**src/rtl/fetch_sequencer_if.sv**
```systemverilog
// Fetch-side bus bundle: I-cache request/response, decode handshake and redirect input.
interface fetch_sequencer_if;
    logic        ICACHE_ren;
    logic [29:0] ICACHE_addr;
    logic [31:0] ICACHE_rdata;
    logic        ICACHE_stall;
    logic        instr_valid;
    logic [31:0] instr;
    logic [31:0] instr_pc;
    logic        instr_ready;
    logic        redir_valid;
    logic [31:0] redir_base;
    logic [31:0] redir_imm;
    logic        redir_jalr;
    logic        misalign_err;

    modport master (
        output ICACHE_ren, ICACHE_addr, instr_valid, instr, instr_pc, misalign_err,
        input  ICACHE_rdata, ICACHE_stall, instr_ready,
        input  redir_valid, redir_base, redir_imm, redir_jalr
    );

    modport slave (
        input  ICACHE_ren, ICACHE_addr, instr_valid, instr, instr_pc, misalign_err,
        output ICACHE_rdata, ICACHE_stall, instr_ready,
        output redir_valid, redir_base, redir_imm, redir_jalr
    );
endinterface

```
**src/rtl/fetch_sequencer.sv**
```systemverilog
// PC/fetch controller: issues word reads to the I-cache and presents each fetched
// instruction to decode on valid/ready; handles branch/JAL/JALR redirects.
module fetch_sequencer #(
    parameter logic [31:0] RESET_PC = 32'h0000_0000
) (
    input  logic              clk,
    input  logic              rst_n,
    fetch_sequencer_if.master bus
);

    typedef enum logic [1:0] {S_IDLE, S_REQ, S_VALID, S_HALT} state_t;

    state_t      r_state;
    logic [31:0] r_pc;
    logic [31:0] r_instr;
    logic [31:0] r_instr_pc;
    logic [31:0] r_pend_target;
    logic        r_pend_valid;
    logic        r_ren;
    logic        r_instr_valid;
    logic        r_misalign;

    logic [31:0] w_sum;
    logic [31:0] w_target;
    logic        w_misaligned;
    logic        w_redir_err;

    always_comb begin
        w_sum        = bus.redir_base + bus.redir_imm;
        w_target     = {w_sum[31:1], w_sum[0] & ~bus.redir_jalr};
        w_misaligned = w_target[1] | (w_target[0] & ~bus.redir_jalr);
        w_redir_err  = bus.redir_valid & w_misaligned & (r_state != S_HALT);
    end

    assign bus.ICACHE_ren   = r_ren;
    assign bus.ICACHE_addr  = r_pc[31:2];
    assign bus.instr_valid  = r_instr_valid;
    assign bus.instr        = r_instr;
    assign bus.instr_pc     = r_instr_pc;
    assign bus.misalign_err = r_misalign;

    always_ff @(posedge clk) begin
        if (!rst_n) begin
            r_state       <= S_IDLE;
            r_pc          <= RESET_PC;
            r_instr       <= '0;
            r_instr_pc    <= '0;
            r_pend_target <= '0;
            r_pend_valid  <= 1'b0;
            r_ren         <= 1'b0;
            r_instr_valid <= 1'b0;
            r_misalign    <= 1'b0;
        end else begin
            r_misalign <= 1'b0;
            // A misaligned redirect overrides every state action, including a stalled request.
            if (w_redir_err) begin
                r_state       <= S_HALT;
                r_ren         <= 1'b0;
                r_instr_valid <= 1'b0;
                r_pend_valid  <= 1'b0;
                r_misalign    <= 1'b1;
            end else begin
                case (r_state)
                    S_IDLE: begin
                        r_state <= S_REQ;
                        r_ren   <= 1'b1;
                    end
                    S_REQ: begin
                        if (bus.ICACHE_stall) begin
                            // Address must stay stable while stalled; park the redirect.
                            if (bus.redir_valid) begin
                                r_pend_target <= w_target;
                                r_pend_valid  <= 1'b1;
                            end
                        end else if (bus.redir_valid || r_pend_valid) begin
                            r_pc         <= bus.redir_valid ? w_target : r_pend_target;
                            r_pend_valid <= 1'b0;
                        end else begin
                            r_instr       <= bus.ICACHE_rdata;
                            r_instr_pc    <= r_pc;
                            r_pc          <= r_pc + 32'd4;
                            r_instr_valid <= 1'b1;
                            r_ren         <= 1'b0;
                            r_state       <= S_VALID;
                        end
                    end
                    S_VALID: begin
                        if (bus.redir_valid) begin
                            r_instr_valid <= 1'b0;
                            r_pc          <= w_target;
                            r_ren         <= 1'b1;
                            r_state       <= S_REQ;
                        end else if (bus.instr_ready) begin
                            r_instr_valid <= 1'b0;
                            r_ren         <= 1'b1;
                            r_state       <= S_REQ;
                        end
                    end
                    S_HALT: begin
                        r_ren         <= 1'b0;
                        r_instr_valid <= 1'b0;
                    end
                    default: begin
                        r_state       <= S_HALT;
                        r_ren         <= 1'b0;
                        r_instr_valid <= 1'b0;
                    end
                endcase
            end
        end
    end

endmodule
```
**src/flat_wrapper.sv**
```systemverilog
// flat-port wrapper written by rule: the top's interface ports become plain ports
module fetch_sequencer_flat 
#(
    parameter logic [31:0] RESET_PC = 32'h0000_0000
)
  (clk, rst_n, bus_ICACHE_ren, bus_ICACHE_addr, bus_instr_valid, bus_instr, bus_instr_pc, bus_misalign_err, bus_ICACHE_rdata, bus_ICACHE_stall, bus_instr_ready, bus_redir_valid, bus_redir_base, bus_redir_imm, bus_redir_jalr);
  fetch_sequencer_if bus_i ();
  input  logic clk;
  input  logic rst_n;
  output wire logic [$bits(bus_i.ICACHE_ren)-1:0] bus_ICACHE_ren;
  output wire logic [$bits(bus_i.ICACHE_addr)-1:0] bus_ICACHE_addr;
  output wire logic [$bits(bus_i.instr_valid)-1:0] bus_instr_valid;
  output wire logic [$bits(bus_i.instr)-1:0] bus_instr;
  output wire logic [$bits(bus_i.instr_pc)-1:0] bus_instr_pc;
  output wire logic [$bits(bus_i.misalign_err)-1:0] bus_misalign_err;
  input wire logic [$bits(bus_i.ICACHE_rdata)-1:0] bus_ICACHE_rdata;
  input wire logic [$bits(bus_i.ICACHE_stall)-1:0] bus_ICACHE_stall;
  input wire logic [$bits(bus_i.instr_ready)-1:0] bus_instr_ready;
  input wire logic [$bits(bus_i.redir_valid)-1:0] bus_redir_valid;
  input wire logic [$bits(bus_i.redir_base)-1:0] bus_redir_base;
  input wire logic [$bits(bus_i.redir_imm)-1:0] bus_redir_imm;
  input wire logic [$bits(bus_i.redir_jalr)-1:0] bus_redir_jalr;
  assign bus_ICACHE_ren = bus_i.ICACHE_ren;
  assign bus_ICACHE_addr = bus_i.ICACHE_addr;
  assign bus_instr_valid = bus_i.instr_valid;
  assign bus_instr = bus_i.instr;
  assign bus_instr_pc = bus_i.instr_pc;
  assign bus_misalign_err = bus_i.misalign_err;
  assign bus_i.ICACHE_rdata = bus_ICACHE_rdata;
  assign bus_i.ICACHE_stall = bus_ICACHE_stall;
  assign bus_i.instr_ready = bus_instr_ready;
  assign bus_i.redir_valid = bus_redir_valid;
  assign bus_i.redir_base = bus_redir_base;
  assign bus_i.redir_imm = bus_redir_imm;
  assign bus_i.redir_jalr = bus_redir_jalr;
  fetch_sequencer #(.RESET_PC(RESET_PC)) u_core (.clk(clk), .rst_n(rst_n), .bus(bus_i));
endmodule
```
**config.mk**
```make
export PLATFORM = sky130hd
export DESIGN_NAME = fetch_sequencer_flat
export DESIGN_NICKNAME = d
export VERILOG_FILES = /design/src/rtl/fetch_sequencer_if.sv /design/src/rtl/fetch_sequencer.sv /design/src/flat_wrapper.sv
export SDC_FILE = /design/constraint.sdc
export NUM_CORES = 1
export LEC_CHECK = 0
export BUFFER_PORTS_ARGS = -buffer_cell sky130_fd_sc_hd__clkbuf_2
export CAP_MARGIN = 20
export CORE_MARGIN = 2
export CORE_UTILIZATION = 29
export DETAILED_ROUTE_END_ITERATION = 8
export SLEW_MARGIN = 40
export SYNTH_ARGS = -nofsm -noshare
export SYNTH_HDL_FRONTEND = slang
export SYNTH_SLANG_ARGS = --single-unit
```
**constraint.sdc**
```tcl
create_clock -name clk -period 2.6 [get_ports clk]
set_clock_uncertainty 0.15 [all_clocks]
set_input_delay 0.13 -clock clk [delete_from_list [all_inputs] [get_ports clk]]
set_output_delay 0.13 -clock clk [all_outputs]
set_load 0.005 [all_outputs]
```
==> key figures <==
Power and ir drop
  • Overall power: 7.65 mW
  • Pwr/cell area: just over 700 nW/um^2
  • Leak: 4.56 nW
  • Max IR drop VDD: approximately 0.48 mV

GRT
  • First-pass GRT wire length: 39800 microns
  • GRT Util Overall: 17.3%
  • Pin count of the biggest net entering global routing: 55
  • Total grt overflow: 0
  • Antenna violations before repair: 1
  • Vias in the first global route: 7629

Clock tree
  • CTS Sinks: 134
  • Worst-Skew Late Latency: 420 ps
  • H-tree depth: 4
  • Clock Tree Root: clkbuf_16
  • Clock-pin slew on the worst setup and hold paths: 60 ps
  • Total CTS buffers: 17
  • Setup bufs post-CTS: 0
  • TritonCTS clock tree: built
  • Clk buf depth: 2

Final layout
  • P&R area growth vs syn: 34.9%
  • ANT cells: 0
  • Post-route insts no fill: about 1700
  • Layout cells sized above 1: 26.1%
  • Final core occ: 40.0%
  • Nets@finish: between 1000 and 1500

Yosys
  • Syn. warnings: 0
  • Most frequent cell after synthesis: nand2_1
  • Synth Area per Inst: 7.41 sq um
  • Asr flop ratio synth: 0%
  • Yosys cell types: between 60 and 70
  • Synthesized net count: 1223
  • Synth Flop Type: dfxtp_1
  • Sequential share of the synthesized area: between 30% and 40%
  • Seq cells post-synth: between 100 and 150
  • Cell area after synthesis: 8040 sq um
  • Synth area leaders: dfxtp_1 (33%), nand2_1 (10%), a21oi_1 (7.8%)
  • Synth area leader: dfxtp_1
  • Post-Syn Instances: 1084
  • Top cell type's share of synthesized area: between 30% and 40%
  • Post-synth EDFFs: 0
  • Post-synth top cells: nand2_1 (215), dfxtp_1 (134), a21oi_1 (126)

Worst setup path
  • R2R setup slack: 130 ps
  • Slowest cell on the critical path: or3_4
  • Endpoint type of the worst setup path: flip-flop
  • Reg2reg path depth: 9
  • CP cell instances: ha_2 -> nand3_2 -> or3_4 -> or3_4 -> nor3_4 -> mux2i_1 -> o21ai_2 -> a22oi_1 -> a31oi_1
  • Reg-to-reg startpoint: u_core.r_pc[2]$_SDFFE_PN0P_
  • Worst EP required: 2760 ps
  • Critical path arrival: 2620 ps
  • Most numerous cell on the critical path: or3_4
  • Setup crit start kind: flip-flop
  • Crit. Startpoint: u_core.r_pc[2]$_SDFFE_PN0P_
  • Max FO, Critical Path: 4
  • R2R Path End: u_core.r_pc[30]$_SDFFE_PN0P_
  • Max incr delay on CP: between 300 and 400 ps
  • Crit path kind: reg -> reg

Die
  • Die width: 170 microns
  • Die footprint: 29100 sq um
  • Die height: 170 microns
  • Initial core utilization: a little under 30%
  • Top Ports: about 200
  • CORE AREA: 27100 sq um
  • Rows: 60

Timing
  • Final Max Tran Viols: 0
  • Tcrit/Tclk final: between 90% and 100%
  • Final WS setup: between 100 and 150 ps
  • Hold_ws: 18.9 ps
  • Least-Margin Pin Slew: 629 ps
  • Minimum clock period: roughly 2500 ps
  • Fmax: ~400 MHz
  • Rel. slew slack: 57.6%
  • Final setup vio count: 0
  • Final hold violations: 0

Placed design
  • GP Congestion: 0.871
  • Dpl ws: -436 ps
  • Buffers on Ports: around 200
  • DP Cell Count: between 1500 and 2000
  • Hpwl dp: 18900 microns

Routing
  • DR WL/cell: 14.9 microns
  • DR DRC count: 0
  • Routed WL: 25400 microns
  • Pre-antenna DRT Iters: 5
  • Vias/cell: 4.83
  • Routed vias: 8266
  • Drt initial violations: about 560
  • Post-DRT Antenna Nets: 0

Hold path
  • WHS Path Cells: 3
  • Hold crit path type: in -> reg
  • Worst hold endpoint: u_core.r_pend_valid$_SDFFE_PP0P_
  • Worst Hold Launch: bus_ICACHE_stall

Status
  • Status: finished clean

Flow run
  • Max-Cap Viols: 0
## layout by cell type (no fill, tap or decap), types with 3 or more instances in the layout
master / count
a211oi_1: 16
nand3_1: 31
inv_1: 18
ha_1: 35
and4_1: 5
buf_4: 86
dlygate4sd3_1: 34
or3_4: 4
and3_1: 7
o21ai_0: 75
nor2b_1: 7
xnor2_1: 28
nand4_1: 10
a21o_1: 14
o211ai_1: 17
clkbuf_16: 17
clkbuf_8: 3
nand2_1: 214
nor4_1: 3
clkbuf_2: 198
o21ai_1: 3
a32oi_1: 3
nor2_1: 72
o21a_1: 6
a31oi_1: 13
dfxtp_1: 133
xor2_1: 18
o211a_1: 7
mux2i_1: 8
a21oi_1: 125
buf_12: 6
clkinv_2: 3
or3_1: 6
a31o_2: 3
bufinv_16: 4
and2_1: 14
nor3_1: 24
o21bai_1: 3
nand2b_1: 8
## worst max-delay path by stage
stage / cells after the start / end / slack [ps]
after global placement: 12 / u_core.r_pc[28]$_SDFFE_PN0P_ / -400
final: 9 / u_core.r_pc[30]$_SDFFE_PN0P_ / 130
after global routing: 9 / u_core.r_pc[29]$_SDFFE_PN0P_ / -8
after floorplan: 10 / u_core.r_pc[30]$_SDFFE_PN0P_ / 40
after CTS: 12 / u_core.r_pc[28]$_SDFFE_PN0P_ / 20
after detailed placement: 12 / u_core.r_pc[28]$_SDFFE_PN0P_ / -440
## worst max-delay path, delay by kind of cell (launching register included)
family,cells,cell delay [ps]
AOI/OAI and AO/OA,3,320
adders and majority gates,1,210
DFF,1,350
muxes,1,280
and+or+nand+nor,4,1050
## power by group
| part | switching (mW) | total [mW] | internal (mW) |
|---|---|---|---|
| Combinational | 1.44 | 2.55 | 1.11 |
| Clock | 0.943 | 2.62 | 1.68 |
| Sequential | 0.184 | 2.47 | 2.29 |
## cell families (layout without fill, tap and decap cells)
| group | after synthesis | count (layout) | share of synthesized area (%) |
|---|---|---|---|
| AO/OA/AOI/OAI | 317 | 317 | 23.9 |
| XOR/XNOR | 46 | 46 | 5.01 |
| AND/OR/NAND/NOR | 423 | 423 | 23.8 |
| multiplexers | 8 | 8 | 0.996 |
| adder cells (fa/ha/maj) | 37 | 37 | 5.85 |
| flip-flops | 134 | 134 | 33.4 |
| buffers and inverters | 119 | 375 | 7.15 |
## area by class of cell
class	instances	area [sq um]
clock buffers	20	467
clock inverters	11	171
fillers	2743	16300
inverters	19	72.6
multi-input cells	831	4870
flip-flops and latches	134	2680
well taps	372	465
repair buffers	325	2110
## flip-flops by register name (all words and copies together) (netlist names)
register,flops
u_core.r_pend_target,32
u_core.bus.instr_pc,32
u_core.r_state,2
u_core.bus.misalign_err,1
u_core.r_pc,32
u_core.r_pend_valid,1
u_core.bus.ICACHE_ren,1
u_core.bus.instr,32
u_core.bus.instr_valid,1
## what timing repair did
item / 4_1_cts / 5_1_grt
setup endpoints to repair: 0 / 5
gates resized for setup: 0 / 15
hold buffers: 34 / 0
endpoints found under the hold margin: 39 / 0
## routing by layer
metal	global-route usage [%]	vias up	routed length [microns]
li1	-	4260	-
met1	24.8	3740	12900
met2	26.7	243	10800
met3	2.86	23	1430
met4	4.61	0	299
met5	0	-	0
## metrics by stage
step | instance area (sq um) | TNS [ps]
after floorplan | 8040 | 0
after global placement | 9780 | -1160
after detailed placement | 9780 | -1430
after CTS | 10800 | 0
after global routing | 10800 | -7.89
final | 10800 | 0
Note: power is estimated with default switching activity, not from simulation.
